[config.mk]
export PLATFORM = sky130hd
export DESIGN_NAME = fetch_pc_sequencer_flat
export DESIGN_NICKNAME = d
export VERILOG_FILES = /design/src/rtl/fetch_pc_sequencer_pkg.sv /design/src/rtl/fetch_pc_sequencer_if.sv /design/src/rtl/fetch_pc_sequencer_next_pc_mux.sv /design/src/rtl/fetch_pc_sequencer.sv /design/src/flat_wrapper.sv
export SDC_FILE = /design/constraint.sdc
export NUM_CORES = 1
export LEC_CHECK = 0
export ABC_AREA = 1
export CAP_MARGIN = 20
export CORE_ASPECT_RATIO = 0.9
export CORE_UTILIZATION = 50
export DETAILED_ROUTE_END_ITERATION = 10
export PLACE_DENSITY = 0.81
export SYNTH_ARGS = -nofsm -noshare
export SYNTH_HDL_FRONTEND = slang
export SYNTH_HIERARCHICAL = 1
export SYNTH_SLANG_ARGS = --single-unit
[constraint.sdc]
create_clock -name clk -period 3.65 [get_ports clk]
set_clock_uncertainty 0.15 [all_clocks]
set_input_delay 1.095 -clock clk [delete_from_list [all_inputs] [get_ports clk]]
set_output_delay 1.095 -clock clk [all_outputs]
set_load 0.02 [all_outputs]
[src/rtl/fetch_pc_sequencer_pkg.sv]
// Shared fetch-stage constants and state encoding.
package cpu_pkg;
  localparam logic [31:0] RESET_PC_DEFAULT = 32'h0000_3000;
  localparam logic [31:0] PC_INC           = 32'd4;

  typedef enum logic [1:0] {
    BOOT,
    FETCH,
    HOLD
  } fetch_state_e;
endpackage

[src/rtl/fetch_pc_sequencer_if.sv]
// Instruction-memory, IF/ID and redirect signals of the fetch stage.
interface fetch_pc_sequencer_if;
  logic        imem_req;
  logic [31:0] imem_addr;
  logic        imem_ready;
  logic [31:0] imem_rdata;
  logic        if_valid;
  logic [31:0] if_instr;
  logic [31:0] if_pc4;
  logic        id_stall;
  logic        id_jump;
  logic [31:0] jump_target;
  logic        ex_br_taken;
  logic [31:0] ex_br_target;
  logic        flush_id;

  modport master (
    output imem_req, imem_addr, if_valid, if_instr, if_pc4, flush_id,
    input  imem_ready, imem_rdata, id_stall, id_jump, jump_target,
           ex_br_taken, ex_br_target
  );

  modport slave (
    input  imem_req, imem_addr, if_valid, if_instr, if_pc4, flush_id,
    output imem_ready, imem_rdata, id_stall, id_jump, jump_target,
           ex_br_taken, ex_br_target
  );
endinterface

[src/rtl/fetch_pc_sequencer_next_pc_mux.sv]
// Priority select of the next fetch address: EX branch, then ID jump, then pc+4.
module next_pc_mux
  import cpu_pkg::*;
(
  input  logic [31:0] pc_i,
  input  logic        id_stall_i,
  input  logic        id_jump_i,
  input  logic [31:0] jump_target_i,
  input  logic        ex_br_taken_i,
  input  logic [31:0] ex_br_target_i,
  output logic [31:0] pc_seq_o,
  output logic        redirect_o,
  output logic [31:0] target_o
);
  always_comb begin
    pc_seq_o   = pc_i + PC_INC;
    redirect_o = 1'b0;
    target_o   = pc_seq_o;
    // A stalled ID may still hold a jump; it is only acted on once ID advances.
    if (ex_br_taken_i) begin
      redirect_o = 1'b1;
      target_o   = ex_br_target_i;
    end else if (id_jump_i && !id_stall_i) begin
      redirect_o = 1'b1;
      target_o   = jump_target_i;
    end
  end
endmodule

[src/rtl/fetch_pc_sequencer.sv]
// Program-counter owner and instruction-memory fetch handshake for the IF stage.
module fetch_pc_sequencer
  import cpu_pkg::*;
#(
  parameter logic [31:0] RESET_PC = RESET_PC_DEFAULT
) (
  input logic                  clk,
  input logic                  rst,
  fetch_pc_sequencer_if.master bus
);
  fetch_state_e state_q, state_d;
  logic [31:0]  pc_q, pc_d, addr_q, addr_d;
  logic         pend_q, pend_d, kill_q, kill_d;
  logic         vld_q, vld_d;
  logic [31:0]  instr_q, instr_d, pc4_q, pc4_d;
  logic [31:0]  pc_seq, target;
  logic         redirect, req;

  next_pc_mux u_next_pc_mux (
    .pc_i          (pc_q),
    .id_stall_i    (bus.id_stall),
    .id_jump_i     (bus.id_jump),
    .jump_target_i (bus.jump_target),
    .ex_br_taken_i (bus.ex_br_taken),
    .ex_br_target_i(bus.ex_br_target),
    .pc_seq_o      (pc_seq),
    .redirect_o    (redirect),
    .target_o      (target)
  );

  // A new request starts only when the buffer can take its data; an issued one is held.
  assign req    = !rst && (state_q == FETCH) && (pend_q || !vld_q || !bus.id_stall);
  assign addr_d = pend_q ? addr_q : pc_q;

  always_comb begin
    state_d = state_q;
    pc_d    = pc_q;
    kill_d  = kill_q;
    pend_d  = req && !bus.imem_ready;
    vld_d   = vld_q && bus.id_stall;
    instr_d = instr_q;
    pc4_d   = pc4_q;
    unique case (state_q)
      BOOT:  state_d = FETCH;
      FETCH: begin
        if (!req) begin
          state_d = HOLD;
        end else if (bus.imem_ready) begin
          if (kill_q) begin
            kill_d = 1'b0;
          end else if (!vld_q || !bus.id_stall) begin
            vld_d   = 1'b1;
            instr_d = bus.imem_rdata;
            pc4_d   = pc_seq;
            pc_d    = pc_seq;
          end else begin
            // Stall rose while in flight: drop the word, pc unchanged, refetch after HOLD.
            state_d = HOLD;
          end
        end
      end
      HOLD:    if (!bus.id_stall) state_d = FETCH;
      default: state_d = BOOT;
    endcase
    if (redirect) begin
      pc_d    = target;
      vld_d   = 1'b0;
      kill_d  = req && !bus.imem_ready;
      state_d = FETCH;
    end
  end

  always_ff @(posedge clk) begin
    if (rst) begin
      state_q <= BOOT;
      pc_q    <= RESET_PC;
      addr_q  <= RESET_PC;
      pend_q  <= 1'b0;
      kill_q  <= 1'b0;
      vld_q   <= 1'b0;
      instr_q <= '0;
      pc4_q   <= '0;
    end else begin
      state_q <= state_d;
      pc_q    <= pc_d;
      addr_q  <= addr_d;
      pend_q  <= pend_d;
      kill_q  <= kill_d;
      vld_q   <= vld_d;
      instr_q <= instr_d;
      pc4_q   <= pc4_d;
    end
  end

  assign bus.imem_req  = req;
  assign bus.imem_addr = addr_d;
  assign bus.if_valid  = vld_q;
  assign bus.if_instr  = instr_q;
  assign bus.if_pc4    = pc4_q;
  assign bus.flush_id  = bus.ex_br_taken && !rst;
endmodule

[src/flat_wrapper.sv]
// flat-port wrapper written by rule: the top's interface ports become plain ports
module fetch_pc_sequencer_flat import cpu_pkg::*;
#(
  parameter logic [31:0] RESET_PC = RESET_PC_DEFAULT
)
  (clk, rst, bus_imem_req, bus_imem_addr, bus_if_valid, bus_if_instr, bus_if_pc4, bus_flush_id, bus_imem_ready, bus_imem_rdata, bus_id_stall, bus_id_jump, bus_jump_target, bus_ex_br_taken, bus_ex_br_target);
  fetch_pc_sequencer_if bus_i ();
  input logic clk;
  input logic rst;
  output wire logic [$bits(bus_i.imem_req)-1:0] bus_imem_req;
  output wire logic [$bits(bus_i.imem_addr)-1:0] bus_imem_addr;
  output wire logic [$bits(bus_i.if_valid)-1:0] bus_if_valid;
  output wire logic [$bits(bus_i.if_instr)-1:0] bus_if_instr;
  output wire logic [$bits(bus_i.if_pc4)-1:0] bus_if_pc4;
  output wire logic [$bits(bus_i.flush_id)-1:0] bus_flush_id;
  input wire logic [$bits(bus_i.imem_ready)-1:0] bus_imem_ready;
  input wire logic [$bits(bus_i.imem_rdata)-1:0] bus_imem_rdata;
  input wire logic [$bits(bus_i.id_stall)-1:0] bus_id_stall;
  input wire logic [$bits(bus_i.id_jump)-1:0] bus_id_jump;
  input wire logic [$bits(bus_i.jump_target)-1:0] bus_jump_target;
  input wire logic [$bits(bus_i.ex_br_taken)-1:0] bus_ex_br_taken;
  input wire logic [$bits(bus_i.ex_br_target)-1:0] bus_ex_br_target;
  assign bus_imem_req = bus_i.imem_req;
  assign bus_imem_addr = bus_i.imem_addr;
  assign bus_if_valid = bus_i.if_valid;
  assign bus_if_instr = bus_i.if_instr;
  assign bus_if_pc4 = bus_i.if_pc4;
  assign bus_flush_id = bus_i.flush_id;
  assign bus_i.imem_ready = bus_imem_ready;
  assign bus_i.imem_rdata = bus_imem_rdata;
  assign bus_i.id_stall = bus_id_stall;
  assign bus_i.id_jump = bus_id_jump;
  assign bus_i.jump_target = bus_jump_target;
  assign bus_i.ex_br_taken = bus_ex_br_taken;
  assign bus_i.ex_br_target = bus_ex_br_target;
  fetch_pc_sequencer #(.RESET_PC(RESET_PC)) u_core (.clk(clk), .rst(rst), .bus(bus_i));
endmodule
==> summary.md <==
| Metric | Value |
|---|---|
| CTS Hold Buffers Added | 0 |
| Initial core utilization | 0.515 |
| Post-synth top cells | 355 x nand2_1, 185 x nor2_1, 133 x dfxtp_1 |
| Worst skew pair latency | between 400 and 500 ps |
| Synth unique cells | 31 |
| Hold Path Sink | u_core/addr_q[30] |
| Pin count of the biggest net entering global routing | 60 |
| Ys async rst share | 0 |
| Ant. Diodes | 0 |
| Arrival @ worst endpoint | between 2000 and 2500 ps |
| Post-synth EDFFs | 0 |
| R2r worst-path depth | 14 |
| Post_cts resized | 2 |
| Post-Syn Area | just under 7000 um^2 |
| Total Power | around 0.0042 W |
| Routed Antenna Nets | 0 |
| First-pass GRT wire length | 34500 um |
| Top-count cell post-synth | nand2_1 |
| DIE AREA | about 14000 um^2 |
| Final min period | 3570 ps |
| Register area share after synthesis | 0.385 |
| Setup ws final | around 77 ps |
| Hold path cells | 2 |
| Top-area cell type share of the netlist area | 0.385 |
| Area grow syn2layout | 38.8% |
| Setup_tns | 0 ps |
| Initial antenna violation count | 0 |
| Clk pin slew, worst setup/hold paths | 60 ps |
| Reg2reg end | u_core/pc_q[24] |
| Row cnt | 40 |
| Fin nets | 1389 |
| Final core utilization | 0.715 |
| Status | finished, final reports clean |
| Routability congestion estimate | around 0.90 |
| Synth Register Bits | 133 |
| Total Routing Usage GR | 0.302 |
| Slew Limit Fails | 0 |
| Dominant synthesized flop cell | dfxtp_1 |
| Initial DRC Count | approximately 860 |
| CTS Buffer Depth | 2 |
| Slew HR | 0.336 |
| CTS H-tree depth | 4 |
| Synth top area cells | dfxtp_1 39%, nand2_1 19%, nor2_1 10%, o21ai_0 5.3%, inv_1 4.9% |
| DRC | 0 |
| Hold slack | around 310 ps |
| RSZ-0062 raised after global routing | no |
| Clock sinks | ~130 |
| Critical path class | in2out |
| Post-Route WL | 20700 um |
| Cts bufs inserted | 17 |
| Number of vias in the routed layout | about 7800 |
| Core Area | 13400 um^2 |
| CTS tree | built |
| Mapped Nets | between 1000 and 1500 |
| Synth Warn # | 6 |
| Vias in the first global route | 7216 |
| Setup Buffers After CTS | 0 |
| Post-Synthesis Cells | around 1100 |
| First drt pass iteration count | 6 |
| CP Capture Type | output pin |
| Required time worst endpoint | roughly 2400 ps |
| Layout cells sized above 1 | 0.0547 |
| Dpl hpwl | between 10000 and 15000 um |
| Worst Path Max Fanout | 3 |
| Grt ovf | 0 |
| Setup violators final | 0 |
| Cell area power density | roughly 440 nW/um^2 |
| CP Launch Type | primary input |
| Hold path start | u_core/addr_q[30] |
| Dpl ws | -239 ps |
| Port bufs | 200 |
| Final period util | 0.979 |
| Die H | ~110 um |
| Hold crit path type | reg2reg |
| Worst-margin pin slew | between 900 and 1000 ps |
| IR Drop Worst-Case VDD | roughly 0.32 mV |
| Area leader, netlist | dfxtp_1 |
| # IOs | between 200 and 250 |
| Max cap viols | 0 |
| F_max | between 200 and 300 MHz |
| FF-to-FF Start | u_core/pc_q[3] |
| Routed WL per cell | approximately 14 um |
| Clock root cell | clkbuf_16 |
| Pleak | ~4.2 nW |
| Die Wd | between 100 and 150 um |
| Number of vias per cell | roughly 5.3 |
| R2r setup slk | between 1500 and 2000 ps |
| Syn avg cell area | slightly above 6 um^2 |
| Hold Vio Cnt, Final | 0 |
-- registers in the layout, indices dropped and copies added (netlist names) --
register             flops
u_core/kill_q            1
u_core/bus.if_valid      1
u_core/addr_q           32
u_core/pc_q             32
u_core/pend_q            1
u_core/state_q           2
u_core/bus.if_pc4       32
u_core/bus.if_instr     32
-- cell usage in the layout, fill, tap and decap left out, types with 2 or more instances in the layout --
| cell | n |
|---|---|
| clkbuf_8 | 2 |
| clkinvlp_4 | 2 |
| nand3b_1 | 2 |
| nand4_1 | 32 |
| inv_6 | 2 |
| a21oi_1 | 66 |
| or2_1 | 2 |
| nand2_2 | 4 |
| clkdlybuf4s50_1 | 198 |
| a31oi_1 | 4 |
| clkinv_2 | 4 |
| clkbuf_16 | 17 |
| dfxtp_1 | 133 |
| nand2_4 | 2 |
| xnor2_1 | 4 |
| nand3_1 | 68 |
| nand2_1 | 355 |
| inv_1 | 90 |
| inv_2 | 2 |
| nor2_4 | 6 |
| xor2_1 | 3 |
| bufinv_16 | 3 |
| nor2_2 | 2 |
| nor2_1 | 185 |
| o21ai_0 | 72 |
| buf_4 | 18 |
| o21ai_1 | 8 |
| buf_12 | 2 |
-- power by group --
group / internal, W / total [W] / switching [W]
logic: 0.000372 / 0.000837 / 0.000464
registers: 0.00155 / 0.00162 / 0.0000761
clock network: 0.00110 / 0.00176 / 0.000651
total: 0.00302 / 0.00421 / 0.00119
-- per-stage QoR --
stage / area (um^2) / instances
final: 9590 / 1466
after CTS: 9590 / 1466
after global routing: 9590 / 1466
after global placement: 8990 / 1435
after floorplan: 6910 / 1113
after detailed placement: 8990 / 1435
-- final cells by class --
type | instances | area [um^2]
Clock buffer | 19 | 453
Fill cell | 1143 | 3820
Tap cell | 168 | 210
Sequential cell | 133 | 2660
Timing Repair Buffer | 220 | 2170
Clock inverter | 12 | 151
Multi-Input combinational cell | 821 | 3600
Inverter | 93 | 349
-- how the worst max path moves through the flow --
stage            startpoint      endpoint  cells after the start
2_1_floorplan           rst  bus_flush_id                      4
3_3_place_gp   bus_id_stall  bus_imem_req                      5
3_5_place_dp   bus_id_stall  bus_imem_req                      5
4_1_cts        bus_id_stall  bus_imem_req                      5
5_1_grt        bus_id_stall  bus_imem_req                      5
6_report       bus_id_stall  bus_imem_req                      5
-- metal layers --
metal | wire (um) | vias up | global-route usage
li1 | - | 3869 | -
met1 | 9150 | 3479 | 0.402
met2 | 9120 | 383 | 0.483
met3 | 2060 | 31 | 0.0680
met4 | 366 | 0 | 0.106
met5 | 0 | - | 0
-- worst max-delay path, stage by stage --
cell and delay, ps:
clkdlybuf4s50_1 490, nand2_1 90, o21ai_1 220, inv_1 110, dlygate4sd2_1 330
-- cells by family (layout without fill, tap and decap cells) --
group	count (synthesis)	count (layout)	share of synthesized area
compound gates	152	152	0.112
xor+xnor	7	7	0.00887
fa+ha+maj	1	1	0.00181
buf+inv	159	344	0.0954
flops	133	133	0.385
simple gates	661	661	0.397
(Power assumes the default switching activity.)
